==> src/rtl/vga_sprite_engine.sv <==
// Keyboard-driven multi-sprite overlay between the VGA timing generator and the pins.
// Optional sprite-overlap detection is built when VGA_SPRITE_COLLISION_EN is defined.
module vga_sprite_engine #(
  parameter int NUM_SPRITES = 2,
  parameter int SPRITE_W    = 50,
  parameter int SPRITE_H    = 50,
  parameter int STEP        = 1,
  parameter int H_RES       = 640,
  parameter int V_RES       = 480,
  parameter int COLOR_W     = 12,
  // Sprite 0 sits in the low bits: sprite 0 green, sprite 1 red.
  parameter logic [NUM_SPRITES*COLOR_W-1:0] SPRITE_COLORS = {12'hA00, 12'h0A0}
) (
  input  logic               clk,
  input  logic               reset,
  input  logic               active,
  input  logic               screenEnd,
  input  logic [9:0]         x,
  input  logic [8:0]         y,
  input  logic [COLOR_W-1:0] bgColor,
  input  logic [7:0]         scanCode,
  input  logic               scanDone,
  output logic [COLOR_W-1:0] rgbOut,
  output logic [2:0]         selSprite,
  output logic               collision
);

  localparam logic [10:0] X_MAX    = 11'(H_RES - SPRITE_W);
  localparam logic [10:0] Y_MAX    = 11'(V_RES - SPRITE_H);
  localparam logic [10:0] STEP_11  = 11'(STEP);
  localparam logic [10:0] W_11     = 11'(SPRITE_W);
  localparam logic [10:0] H_11     = 11'(SPRITE_H);
  localparam logic [2:0]  LAST_SEL = 3'(NUM_SPRITES - 1);

  typedef enum logic [1:0] {DEC_IDLE, DEC_BRK, DEC_EXT, DEC_EXT_BRK} dec_state_t;

  dec_state_t dec_state, dec_state_nx;
  logic key_w, key_s, key_a, key_d, tab_held;
  logic key_w_nx, key_s_nx, key_a_nx, key_d_nx, tab_held_nx;
  logic [2:0] sel_nx;
  logic se_d, tick;

  // Positions are kept 11 bits wide so step and clamp arithmetic never wraps.
  logic [10:0] sx    [NUM_SPRITES];
  logic [10:0] sy    [NUM_SPRITES];
  logic [10:0] sx_nx [NUM_SPRITES];
  logic [10:0] sy_nx [NUM_SPRITES];
  logic [10:0] cx, cy;

  logic [NUM_SPRITES-1:0] hit;
  logic [COLOR_W-1:0]     pix_color;
  logic [10:0]            pix_x, pix_y;

  assign tick  = screenEnd && !se_d;
  assign pix_x = {1'b0, x};
  assign pix_y = {2'b0, y};

  // PS/2 set-2 decoder: only scanDone strobes advance it.
  always_comb begin
    dec_state_nx = dec_state;
    key_w_nx     = key_w;
    key_s_nx     = key_s;
    key_a_nx     = key_a;
    key_d_nx     = key_d;
    tab_held_nx  = tab_held;
    sel_nx       = selSprite;
    if (scanDone) begin
      case (dec_state)
        DEC_IDLE: begin
          case (scanCode)
            8'hF0: dec_state_nx = DEC_BRK;
            8'hE0: dec_state_nx = DEC_EXT;
            8'h1D: key_w_nx = 1'b1;
            8'h1B: key_s_nx = 1'b1;
            8'h1C: key_a_nx = 1'b1;
            8'h23: key_d_nx = 1'b1;
            8'h0D: begin
              tab_held_nx = 1'b1;
              if (!tab_held) sel_nx = (selSprite == LAST_SEL) ? 3'd0 : selSprite + 3'd1;
            end
            default: ;
          endcase
        end
        DEC_BRK: begin
          case (scanCode)
            8'h1D: key_w_nx = 1'b0;
            8'h1B: key_s_nx = 1'b0;
            8'h1C: key_a_nx = 1'b0;
            8'h23: key_d_nx = 1'b0;
            8'h0D: tab_held_nx = 1'b0;
            default: ;
          endcase
          dec_state_nx = DEC_IDLE;
        end
        DEC_EXT:     dec_state_nx = (scanCode == 8'hF0) ? DEC_EXT_BRK : DEC_IDLE;
        DEC_EXT_BRK: dec_state_nx = DEC_IDLE;
        default:     dec_state_nx = DEC_IDLE;
      endcase
    end
  end

  // Movement of the currently selected sprite on the frame tick.
  always_comb begin
    cx = '0;
    cy = '0;
    for (int i = 0; i < NUM_SPRITES; i++) begin
      sx_nx[i] = sx[i];
      sy_nx[i] = sy[i];
      if (tick && selSprite == 3'(i)) begin
        cx = sx[i];
        cy = sy[i];
        if (key_a && !key_d)      cx = (cx < STEP_11) ? 11'd0 : cx - STEP_11;
        else if (key_d && !key_a) cx = (cx + STEP_11 > X_MAX) ? X_MAX : cx + STEP_11;
        if (key_w && !key_s)      cy = (cy < STEP_11) ? 11'd0 : cy - STEP_11;
        else if (key_s && !key_w) cy = (cy + STEP_11 > Y_MAX) ? Y_MAX : cy + STEP_11;
        sx_nx[i] = cx;
        sy_nx[i] = cy;
      end
    end
  end

  // Descending scan so the lowest-index hit determines the colour.
  always_comb begin
    hit       = '0;
    pix_color = bgColor;
    for (int i = NUM_SPRITES - 1; i >= 0; i--) begin
      hit[i] = (pix_x >= sx[i]) && (pix_x < sx[i] + W_11) &&
               (pix_y >= sy[i]) && (pix_y < sy[i] + H_11);
      if (hit[i]) pix_color = SPRITE_COLORS[i*COLOR_W +: COLOR_W];
    end
  end

  always_ff @(posedge clk) begin
    if (reset) begin
      dec_state <= DEC_IDLE;
      key_w     <= 1'b0;
      key_s     <= 1'b0;
      key_a     <= 1'b0;
      key_d     <= 1'b0;
      tab_held  <= 1'b0;
      selSprite <= 3'd0;
      se_d      <= 1'b1;
      rgbOut    <= '0;
      for (int i = 0; i < NUM_SPRITES; i++) begin
        sx[i] <= 11'(i * SPRITE_W);
        sy[i] <= 11'd0;
      end
    end else begin
      dec_state <= dec_state_nx;
      key_w     <= key_w_nx;
      key_s     <= key_s_nx;
      key_a     <= key_a_nx;
      key_d     <= key_d_nx;
      tab_held  <= tab_held_nx;
      selSprite <= sel_nx;
      se_d      <= screenEnd;
      rgbOut    <= active ? pix_color : '0;
      for (int i = 0; i < NUM_SPRITES; i++) begin
        sx[i] <= sx_nx[i];
        sy[i] <= sy_nx[i];
      end
    end
  end

`ifdef VGA_SPRITE_COLLISION_EN
  localparam logic [NUM_SPRITES-1:0] ONE = NUM_SPRITES'(1);
  logic coll_flag;
  logic multi_hit;

  // More than one bit set in hit means at least two sprites cover this pixel.
  assign multi_hit = (hit & (hit - ONE)) != '0;

  always_ff @(posedge clk) begin
    if (reset) begin
      coll_flag <= 1'b0;
      collision <= 1'b0;
    end else if (tick) begin
      collision <= coll_flag;
      coll_flag <= 1'b0;
    end else if (active && multi_hit) begin
      coll_flag <= 1'b1;
    end
  end
`else
  assign collision = 1'b0;
`endif

endmodule

==> config.mk <==
export PLATFORM = sky130hd
export DESIGN_NAME = vga_sprite_engine
export DESIGN_NICKNAME = d
export VERILOG_FILES = /design/src/rtl/vga_sprite_engine.sv
export SDC_FILE = /design/constraint.sdc
export NUM_CORES = 1
export LEC_CHECK = 0
export ABC_AREA = 1
export ABC_CLOCK_PERIOD_IN_PS = 2000
export CAP_MARGIN = 25
export CORE_ASPECT_RATIO = 1.75
export CORE_MARGIN = 2
export CORE_UTILIZATION = 55
export CTS_BUF_LIST = sky130_fd_sc_hd__clkbuf_8
export DETAILED_ROUTE_END_ITERATION = 12
export PLACE_DENSITY = 0.81
export SLEW_MARGIN = 15
export SYNTH_ARGS = -nofsm -noshare
export SYNTH_HDL_FRONTEND = slang
export SYNTH_SLANG_ARGS = --single-unit
==> constraint.sdc <==
create_clock -name clk -period 2 [get_ports clk]
set_input_delay 0.6 -clock clk [delete_from_list [all_inputs] [get_ports clk]]
set_output_delay 0.6 -clock clk [all_outputs]
set_load 0.01 [all_outputs]
==> results.yml, run 1 <==
status:
  status: "finished with violations"
  violations: "setup timing"
clock_network:
  cts_max_level: 3
  holdBufCountCts: 0
  cts_sinks: 67
  clockBufferDepth: 2
  insertion_delay_ns: 0.37
  cts_buffers: 9
  cts_tree: "yes"
  cts.clk_slew.worst_paths_ns: 0.10
  cts_root_buf: "clkbuf_8"
final_layout:
  multi_input_area_sq_um: 5930
  fin_cells: 1481
  drive_gt1_share_pct: 31.5
  design_area_sq_um: 10300
  areaGrowthSynthToFinish_pct: 43.4
  seq_area_sq_um: 1380
  n_fill_cell: 822
  diodes: 0
  finalNetCount: 1447
power:
  power_density_nw_per_um2: 306
  p_switching_mw: 0.972
  p_seq_share_pct: 42.8
  total_power_mw: 3.16
  comb_power_share_pct: 16.5
  p_int_mw: 2.18
  ir_drop_v: 0.000378
  p_sw_share_pct: 30.8
  p_leak_nw: 5.05
  pwr-share-clk_pct: 40.7
setup_path:
  critPathTopFamily: "simple AND/OR/NAND/NOR gates"
  required_ns: 2.26
  endpoint_kind: "flip-flop"
  path_buf_inv: 1
  critPathLaunchType: "flip-flop"
  crit_chain: "ha_4 -> nand2_4 -> nand2_4 -> xor2_2 -> ha_1 -> nand2_2 -> inv_2 -> a21oi_2 -> nand2_1 -> nand2_1 -> nand2_1 -> nand2_1 -> nand2_2 -> nand2_2 -> nand4_4 -> nand3_4 -> nor2_2"
  arrival_ns: 2.57
  rrSetupSlack_ns: -0.31
  cp-startpoint: "sx[0][12]"
  rr_startpoint: "sx[0][12]"
  crit_path_max_incr_delay_ns: 0.38
  crit_top_cell: "nand2_1"
  path_max_fanout: 8
  slowest_stage: "dfxtp_4"
  critPathKind: "flip-flop to flip-flop"
  timing.rr.end: "rgbOut[4]"
  rr_worst_depth: 17
sta:
  fin_crit_ns: 2.31
  fin_crit_sh_pct: 115
  max_slew_margin_pct: 60.0
  final.setup.tns_ns: -3.98
  setup_viol: 35
  max_clock_freq_mhz: 433
  fin_skew_ns: 0.0164
  worst_pin_slew_ns: 0.595
  hold_viol: 0
  grt_setup_unrepaired: "yes"
  worst_slack_ns: -0.309
  slew_violations: 0
yosys:
  synth-main-ff-cell: "dfxtp_1"
  ys_types: 51
  ys_ff_latch: 67
  async_flop_share_pct: 0
  ys_top_cells_by_area: "dfxtp_1, ha_1, nand2_1"
  seq_area_frac_synth_pct: 18.6
  syn_area_sq_um: 7200
  yosys.area.top_type_share_pct: 18.6
  synthTopCellsByCount: "nand2_1, inv_1, ha_1"
  synth_top_cell_by_area: "dfxtp_1"
  syn-instance-count: 1086
  synth-edff-count: 0
  synth_most_common_cell: "nand2_1"
  syn_nets: 1228
  ys_warn_count: 0
  synth.avg_cell_area_sq_um: 6.63
detailed_routing:
  vias: 8759
  wl_per_cell_um: 18.0
  ant_nets: 0
  firstDrtPassIters: 6
  viasPerCell: 5.91
  drt_iter0_markers: 617
  drt_drc_violations_left: 0
  routed_wl_um: 26600
die:
  dieArea_sq_um: 14100
  start_util_pct: 56.0
  core_sq_um: 12900
  die_x_um: 90.5
  num_rows: 55
  die_y_um: 155
  ios: 60
placement:
  globalplace.congestion: 0.970
  place_area_sq_um: 9160
  hpwl_um: 17100
  portBuffers: 58
  placedCellCount: 1447
worst_hold_path:
  hold_depth: 1
  min-delay-start: "dec_state[0]"
  min_to: "key_w"
  hold_class: "flip-flop to flip-flop"
grt:
  antenna_found_initial: 0
  grt_pass1_wl_um: 36000
  grtUsageTotal_pct: 31.3
  grt.overflow.total: 0
  first_global_vias: 8253
  grt_max_degree: 27
flow_run:
  max-cap-violations: 0
## routing by layer
| metal | part of all wire (%) | GRT usage [%] | vias up |
|---|---|---|---|
| li1 | - | - | 3994 |
| met1 | 33 | 29.7 | 4040 |
| met2 | 53 | 61.4 | 523 |
| met3 | 6.6 | 4.31 | 202 |
| met4 | 7.9 | 20.3 | 0 |
| met5 | 0 | 0 | - |
## per-stage QoR
stage / utilization (%) / hold WS, ns / worst slack, ns
floorplan: - / 0.429 / -0.00239
global placement: 71.2 / 0.446 / -0.577
detailed placement: 71.2 / 0.453 / -0.641
CTS: 74.3 / 0.466 / -0.223
global route: 80.3 / 0.494 / -0.446
finish: 80.3 / 0.478 / -0.309
## what timing repair did
| action | 4_1_cts | 5_1_grt |
|---|---|---|
| pin swaps | 15 | 74 |
| endpoints found under the setup margin | 42 | 59 |
| gates resized for setup | 38 | 160 |
| buffers inserted | 5 | 15 |
## cell type report
class                   instances  share of cell area (%)
clock buffers                   9                    1.20
clock inverters                 7                   0.812
inverters                     146                    5.43
multi-input cells             838                    57.4
flip-flops and latches         67                    13.4
well taps                     171                    2.07
repair buffers                243                    19.7
## flip-flops by register name, indices dropped and copies added (netlist names)
| name | cells |
|---|---|
| selSprite | 3 |
| rgbOut | 12 |
| dec_state | 2 |
| key_a | 1 |
| key_s | 1 |
| sy | 22 |
| key_d | 1 |
| sx | 22 |
| se_d | 1 |
| key_w | 1 |
| tab_held | 1 |
## how the worst max path moves through the flow
stage                 to  depth (start not counted)  slack (ns)
6_report       rgbOut[4]                         17       -0.31
5_1_grt        rgbOut[1]                         17       -0.45
4_1_cts        rgbOut[8]                         17       -0.22
3_5_place_dp   rgbOut[8]                          9       -0.64
3_3_place_gp   rgbOut[8]                          9       -0.58
2_1_floorplan  rgbOut[8]                         18      -0.002
## power groups by stage
| stage | sequential, mW | combinational, mW | clock, mW |
|---|---|---|---|
| finish | 1.35 | 0.521 | 1.28 |
| global placement | 1.39 | 0.454 | 0 |
| floorplan | 1.39 | 0.232 | 0 |
| global route | 1.35 | 0.569 | 1.32 |
| detailed placement | 1.39 | 0.470 | 0 |
| CTS | 1.35 | 0.477 | 1.28 |
## cell usage in the layout, fill, tap and decap left out, types with 37 or more instances in the layout
cell and n:
o21ai_0 58, ha_1 88, nand3_1 47, nor2_1 68, nand2_1 186, a21oi_1 82
clkdlybuf4s50_1 51, dfxtp_1 52, buf_4 174, inv_1 122, xor2_1 58, nand2_2 37
## cell families (layout without fill, tap and decap cells)
group	Yosys count	count (layout)	synth area share [%]
xor gates and xnor gates	77	77	9.36
adders and majority gates	98	98	17.0
buffers and inverters	181	405	10.4
and+or+nand+nor	466	466	29.6
AOI/OAI and AO/OA	196	196	14.9
other	1	1	0.0521
DFF	67	67	18.6
Note: power is estimated with default switching activity, not from simulation.
==> run 2: changes to the inputs <==
--- a/config.mk
+++ b/config.mk
@@ -6,14 +6,12 @@
 export NUM_CORES = 1
 export LEC_CHECK = 0
 export ABC_AREA = 1
-export ABC_CLOCK_PERIOD_IN_PS = 2000
-export CAP_MARGIN = 25
+export ABC_CLOCK_PERIOD_IN_PS = 2400
 export CORE_ASPECT_RATIO = 1.75
-export CORE_MARGIN = 2
 export CORE_UTILIZATION = 55
 export CTS_BUF_LIST = sky130_fd_sc_hd__clkbuf_8
 export DETAILED_ROUTE_END_ITERATION = 12
-export PLACE_DENSITY = 0.81
+export PLACE_DENSITY = 0.78
 export SLEW_MARGIN = 15
 export SYNTH_ARGS = -nofsm -noshare
 export SYNTH_HDL_FRONTEND = slang
==> constraint.sdc (replaced) <==
create_clock -name clk -period 2.4 [get_ports clk]
set_input_delay 0.72 -clock clk [delete_from_list [all_inputs] [get_ports clk]]
set_output_delay 0.72 -clock clk [all_outputs]
set_load 0.01 [all_outputs]
==> run 2 against run 1 <==
Net effect: the run now ends clean; sequential power fell by 16%; worst setup slack improved by 0.41 ns; global-route usage decreased by 1.3 points; wire length down 25%.
==> results.yml, run 2 (synthesis results as in run 1) <==
status:
  status: "complete, no violations"
placement:
  hpwl_um: 16000
  globalplace.congestion: 0.950
  post-place-ws_ns: -0.338
  portBuffers: 58
power:
  p_switching_mw: 0.723
  total_power_mw: 2.42
  comb_power_share_pct: 16.5
  p_seq_share_pct: 46.6
  pwr-share-clk_pct: 36.9
  power_density_nw_per_um2: 273
  p_int_mw: 1.70
  ir_drop_v: 0.000215
  p_sw_share_pct: 29.9
  p_leak_nw: 4.39
final_layout:
  areaGrowthSynthToFinish_pct: 23.2
  fin_util_pct: 69.0
  largestRegisters: "sx (22), sy (22), rgbOut (12)"
  seq_area_sq_um: 1370
  multi_input_area_sq_um: 5250
  final_common_cell: "nand2_1"
  finalNetCount: 1352
  diodes: 0
  mostFrequentLayoutCells: "nand2_1, inv_1, a21oi_1, ha_1, buf_4"
  n_fill_cell: 1151
  drive_gt1_share_pct: 16.4
grt:
  grtUsageTotal_pct: 30.0
  grt_pass1_wl_um: 32000
  grt_max_degree: 27
  first_global_vias: 7251
  grt.overflow.total: 0
  antenna_found_initial: 0
flow_run:
  max-cap-violations: 0
sta:
  setup_viol: 0
  worst_slack_ns: 0.0984
  final.setup.tns_ns: 0
  max_slew_margin_pct: 65.0
  fin_crit_sh_pct: 95.9
  worst_pin_slew_ns: 0.520
  hold_viol: 0
  slew_violations: 0
  fin_skew_ns: 0.0146
  grt_setup_unrepaired: "yes"
  fin_crit_ns: 2.30
  max_clock_freq_mhz: 434
clock_network:
  cts.clk_slew.worst_paths_ns: 0.08
  clockBufferDepth: 2
  cts_max_level: 3
  cts_buffers: 9
  cts_sinks: 67
  insertion_delay_ns: 0.37
  cts_tree: "yes"
  holdBufCountCts: 0
  cts_root_buf: "clkbuf_8"
detailed_routing:
  drt_drc_violations_left: 0
  ant_nets: 0
  routed_wl_um: 19900
  drt_iter0_markers: 277
  firstDrtPassIters: 5
  viasPerCell: 5.39
  vias: 7477
  wl_per_cell_um: 14.4
die:
  die_y_um: 153
  start_util_pct: 56.0
  dieArea_sq_um: 13600
  die_x_um: 88.5
  ios: 60
  core_sq_um: 12900
  num_rows: 55
setup_path:
  path_max_fanout: 8
  critPathLaunchType: "flip-flop"
  critPathKind: "flip-flop to flip-flop"
  endpoint_kind: "flip-flop"
  required_ns: 2.66
  rr_worst_depth: 16
  arrival_ns: 2.56
worst_hold_path:
  hold_class: "flip-flop to flip-flop"
  hold_depth: 1
[run 2: stage by stage]
| stage | instance area [sq um] | hold WS, ns | cells |
|---|---|---|---|
| CTS | 8660 | 0.460 | 1384 |
| detailed placement | 8480 | 0.448 | 1368 |
| floorplan | 7200 | 0.429 | 1086 |
| global placement | 8480 | 0.444 | 1368 |
| global route | 8870 | 0.483 | 1386 |
| finish | 8870 | 0.459 | 1386 |
[run 2: path summary, 6_finish.rpt]
check          startpoint         to  slack (ns)
min reg2reg  dec_state[0]      key_w        0.46
max             sx[0][15]  rgbOut[6]         0.1
min          dec_state[0]      key_w        0.46
max reg2reg     sx[0][15]  rgbOut[6]         0.1
[run 2: timing repair]
item	in CTS	in global routing
pin swaps	1	19
hold endpoints to repair	0	0
gates resized for setup	1	59
buffers inserted	0	2
endpoints found under the setup margin	8	22
[run 2: worst max-delay path: stages, from the launching register on]
cell and delay [ns]:
dfxtp_1 0.37, nor2_1 0.19, nand2_1 0.10, xor2_1 0.22, ha_1 0.28, nand2_1 0.09
inv_1 0.04, a21oi_1 0.13, nand2_1 0.07, nand2_1 0.06, nand2_1 0.07, nand2_1 0.06
nand2_1 0.06, nand2_2 0.08, nand4_4 0.12, nand3_4 0.21, nor2_2 0.06
[run 2: power by group through the flow]
| stage | sequential (mW) | clock [mW] | combinational (mW) |
|---|---|---|---|
| after global placement | 1.16 | 0 | 0.378 |
| after detailed placement | 1.16 | 0 | 0.387 |
| after CTS | 1.13 | 0.911 | 0.390 |
| final | 1.13 | 0.894 | 0.399 |
| after global routing | 1.13 | 0.953 | 0.447 |
| after floorplan | 1.16 | 0 | 0.191 |
[run 2: area by class of cell]
cell class                      count  area share, %
Inverter                          146           6.25
Clock inverter                      7          0.606
Tap cell                          171           2.41
Clock buffer                        9           1.40
Multi-Input combinational cell    838           59.2
Sequential cell                    67           15.4
Timing Repair Buffer              148           14.8
[run 2: per-layer routing]
layer	track usage (%)	up-vias	part of all wire [%]
li1	-	3809	-
met1	29.9	3376	37
met2	55.5	218	53
met3	3.73	74	3.5
met4	20.1	0	5.6
met5	0	-	0
==> run 3: changes to the inputs <==
--- a/config.mk
+++ b/config.mk
@@ -9,7 +9,6 @@
 export ABC_CLOCK_PERIOD_IN_PS = 2400
 export CORE_ASPECT_RATIO = 1.75
 export CORE_UTILIZATION = 55
-export CTS_BUF_LIST = sky130_fd_sc_hd__clkbuf_8
 export DETAILED_ROUTE_END_ITERATION = 12
 export PLACE_DENSITY = 0.78
 export SLEW_MARGIN = 15
==> run 3 against run 2 <==
Net effect: global-route usage grew 0.087 points; combinational power grew 1%; worst setup slack lost 0.015 ns; sequential power is essentially flat; final cell count grew 0.14%; power grew 15%; core utilization grew 1.1 points; count of clock-buffer cells in the layout is the same; critical path depth is the same; fmax shrank 0.66%; register-to-register slack lost 0.02 ns; die area is the same; critical path type unchanged; highest routed layer unchanged.
==> results.yml, run 3 (synthesis results as in run 1) <==
status:
  status: "complete, no violations"
detailed_routing:
  wl_per_cell_um: 14.6
  wl_met2_um: 10900
  dr_wl_met3_um: 853
  routed_wl_um: 20300
  ant_nets: 0
  drt_iter0_markers: 279
  wl_met1_um: 7430
  firstDrtPassIters: 5
  drt_drc_violations_left: 0
  routed.top_layer: "met4"
  viasPerCell: 5.42
  vias: 7523
final_layout:
  drive_gt1_share_pct: 17.2
  multi_input_area_sq_um: 5280
  largestRegisters: "sx (22), sy (22), rgbOut (12)"
  final_common_cell: "nand2_1"
  fin_util_pct: 70.1
  finalNetCount: 1354
  diodes: 0
  areaGrowthSynthToFinish_pct: 25.2
  mostFrequentLayoutCells: "nand2_1, inv_1, ha_1"
  n_fill_cell: 1098
  seq_area_sq_um: 1370
sta:
  fin_skew_ns: 0.00758
  setup_viol: 0
  worst_slack_ns: 0.0831
  max_clock_freq_mhz: 432
  fin_crit_ns: 2.32
  grt_setup_unrepaired: "yes"
  hold_viol: 0
  slew_violations: 0
  worst_pin_slew_ns: 0.522
  max_slew_margin_pct: 64.9
  fin_crit_sh_pct: 96.5
setup_path:
  path_buf_inv: 1
  endpoint_kind: "flip-flop"
  path_max_fanout: 8
  arrival_ns: 2.55
  crit_path_max_incr_delay_ns: 0.37
  required_ns: 2.63
  critPathKind: "flip-flop to flip-flop"
  critPathLaunchType: "flip-flop"
  slowest_stage: "dfxtp_1"
  crit_top_cell: "nand2_1"
  critPathTopFamily: "simple AND/OR/NAND/NOR gates"
  crit_chain: "nor2_2 -> nand2_2 -> xor2_2 -> ha_1 -> nand2_1 -> inv_1 -> a21oi_1 -> nand2_1 -> nand2_1 -> nand2_2 -> nand2_1 -> nand2_1 -> nand2_2 -> nand4_4 -> nand3_4 -> nor2_2"
die:
  die_y_um: 153
  num_rows: 55
  dieArea_sq_um: 13600
  ios: 60
  core_sq_um: 12900
  die_x_um: 88.5
  start_util_pct: 56.0
clock_network:
  cts_tree: "yes"
  holdBufCountCts: 0
  cts_buffers: 9
  insertion_delay_ns: 0.34
  clockBufferDepth: 2
  cts.clk_slew.worst_paths_ns: 0.06
  cts_max_level: 3
  cts_sinks: 67
  cts_root_buf: "clkbuf_16"
placement:
  globalplace.congestion: 0.950
  post-place-ws_ns: -0.338
  portBuffers: 58
  hpwl_um: 16000
grt:
  grt_pass1_wl_um: 32300
  grt_max_degree: 27
  antenna_found_initial: 0
  first_global_vias: 7277
  grt.overflow.total: 0
  grtUsageTotal_pct: 30.1
power:
  p_leak_nw: 4.47
  ir_drop_v: 0.000322
  power_density_nw_per_um2: 309
flow_run:
  max-cap-violations: 0
worst_hold_path:
  hold_class: "flip-flop to flip-flop"
[run 3: cell types whose count changed in the layout (fill, tap and decap cells not counted), moves of 2 or more]
cell | previous run | this run
dlymetal6s2s_1 | 10 | 13
clkdlybuf4s50_1 | 48 | 45
clkbuf_8 | 9 | 0
clkbuf_16 | 0 | 9
buf_4 | 87 | 89
nand2_2 | 16 | 20
nand2_1 | 217 | 213
[run 3: per-layer routing]
metal | vias to the layer above | track usage, %
met5 | - | 0
met4 | 0 | 18.7
met3 | 85 | 4.10
met2 | 242 | 56.0
met1 | 3377 | 30.1
li1 | 3819 | -
[run 3: final cells by class]
cell class                 count  share of cell area, %
clock buffer                   9                   2.50
clock inverter                 7                  0.596
inverter                     146                   6.14
multi-input combinational    838                   58.5
sequential                    67                   15.2
tap                          171                   2.37
timing repair buffer         150                   14.8
[run 3: what timing repair did]
| item | 4_1_cts | 5_1_grt |
|---|---|---|
| gates cloned | 0 | 0 |
| endpoints found under the setup margin | 8 | 21 |
| pin swaps | 1 | 28 |
| resized for setup | 2 | 69 |
| buffers inserted | 0 | 4 |
[run 3: path summary, 6_finish.rpt]
kind,from,slack [ns],end,depth (start not counted)
setup / recovery,sx[0][16],0.08,rgbOut[6],16
hold / removal,key_s,0.46,key_s,2
setup reg to reg,sx[0][16],0.08,rgbOut[6],16
hold reg to reg,key_s,0.46,key_s,2
[run 3: per-stage QoR]
| stage | power [mW] | hold slack (ns) | cell area [sq um] | TNS, ns | cells |
|---|---|---|---|---|---|
| after global routing | 2.90 | 0.483 | 9020 | -0.248 | 1388 |
| after floorplan | 1.35 | 0.429 | 7200 | 0 | 1086 |
| after detailed placement | 1.55 | 0.448 | 8480 | -4.73 | 1368 |
| final | 2.79 | 0.458 | 9020 | 0 | 1388 |
| after CTS | 2.80 | 0.457 | 8770 | 0 | 1384 |
| after global placement | 1.54 | 0.444 | 8480 | -3.83 | 1368 |
[run 3: tightest hold or removal path, stage by stage (launching register included)]
cell     delay, ns
dfxtp_1       0.30
inv_1         0.06
a21oi_1       0.06
[run 3: power by group]
part           switching [mW]  leakage (nW)  internal, mW
combinational           0.206          3.79         0.197
clock                   0.550         0.133         0.706
sequential            0.00825         0.548          1.12
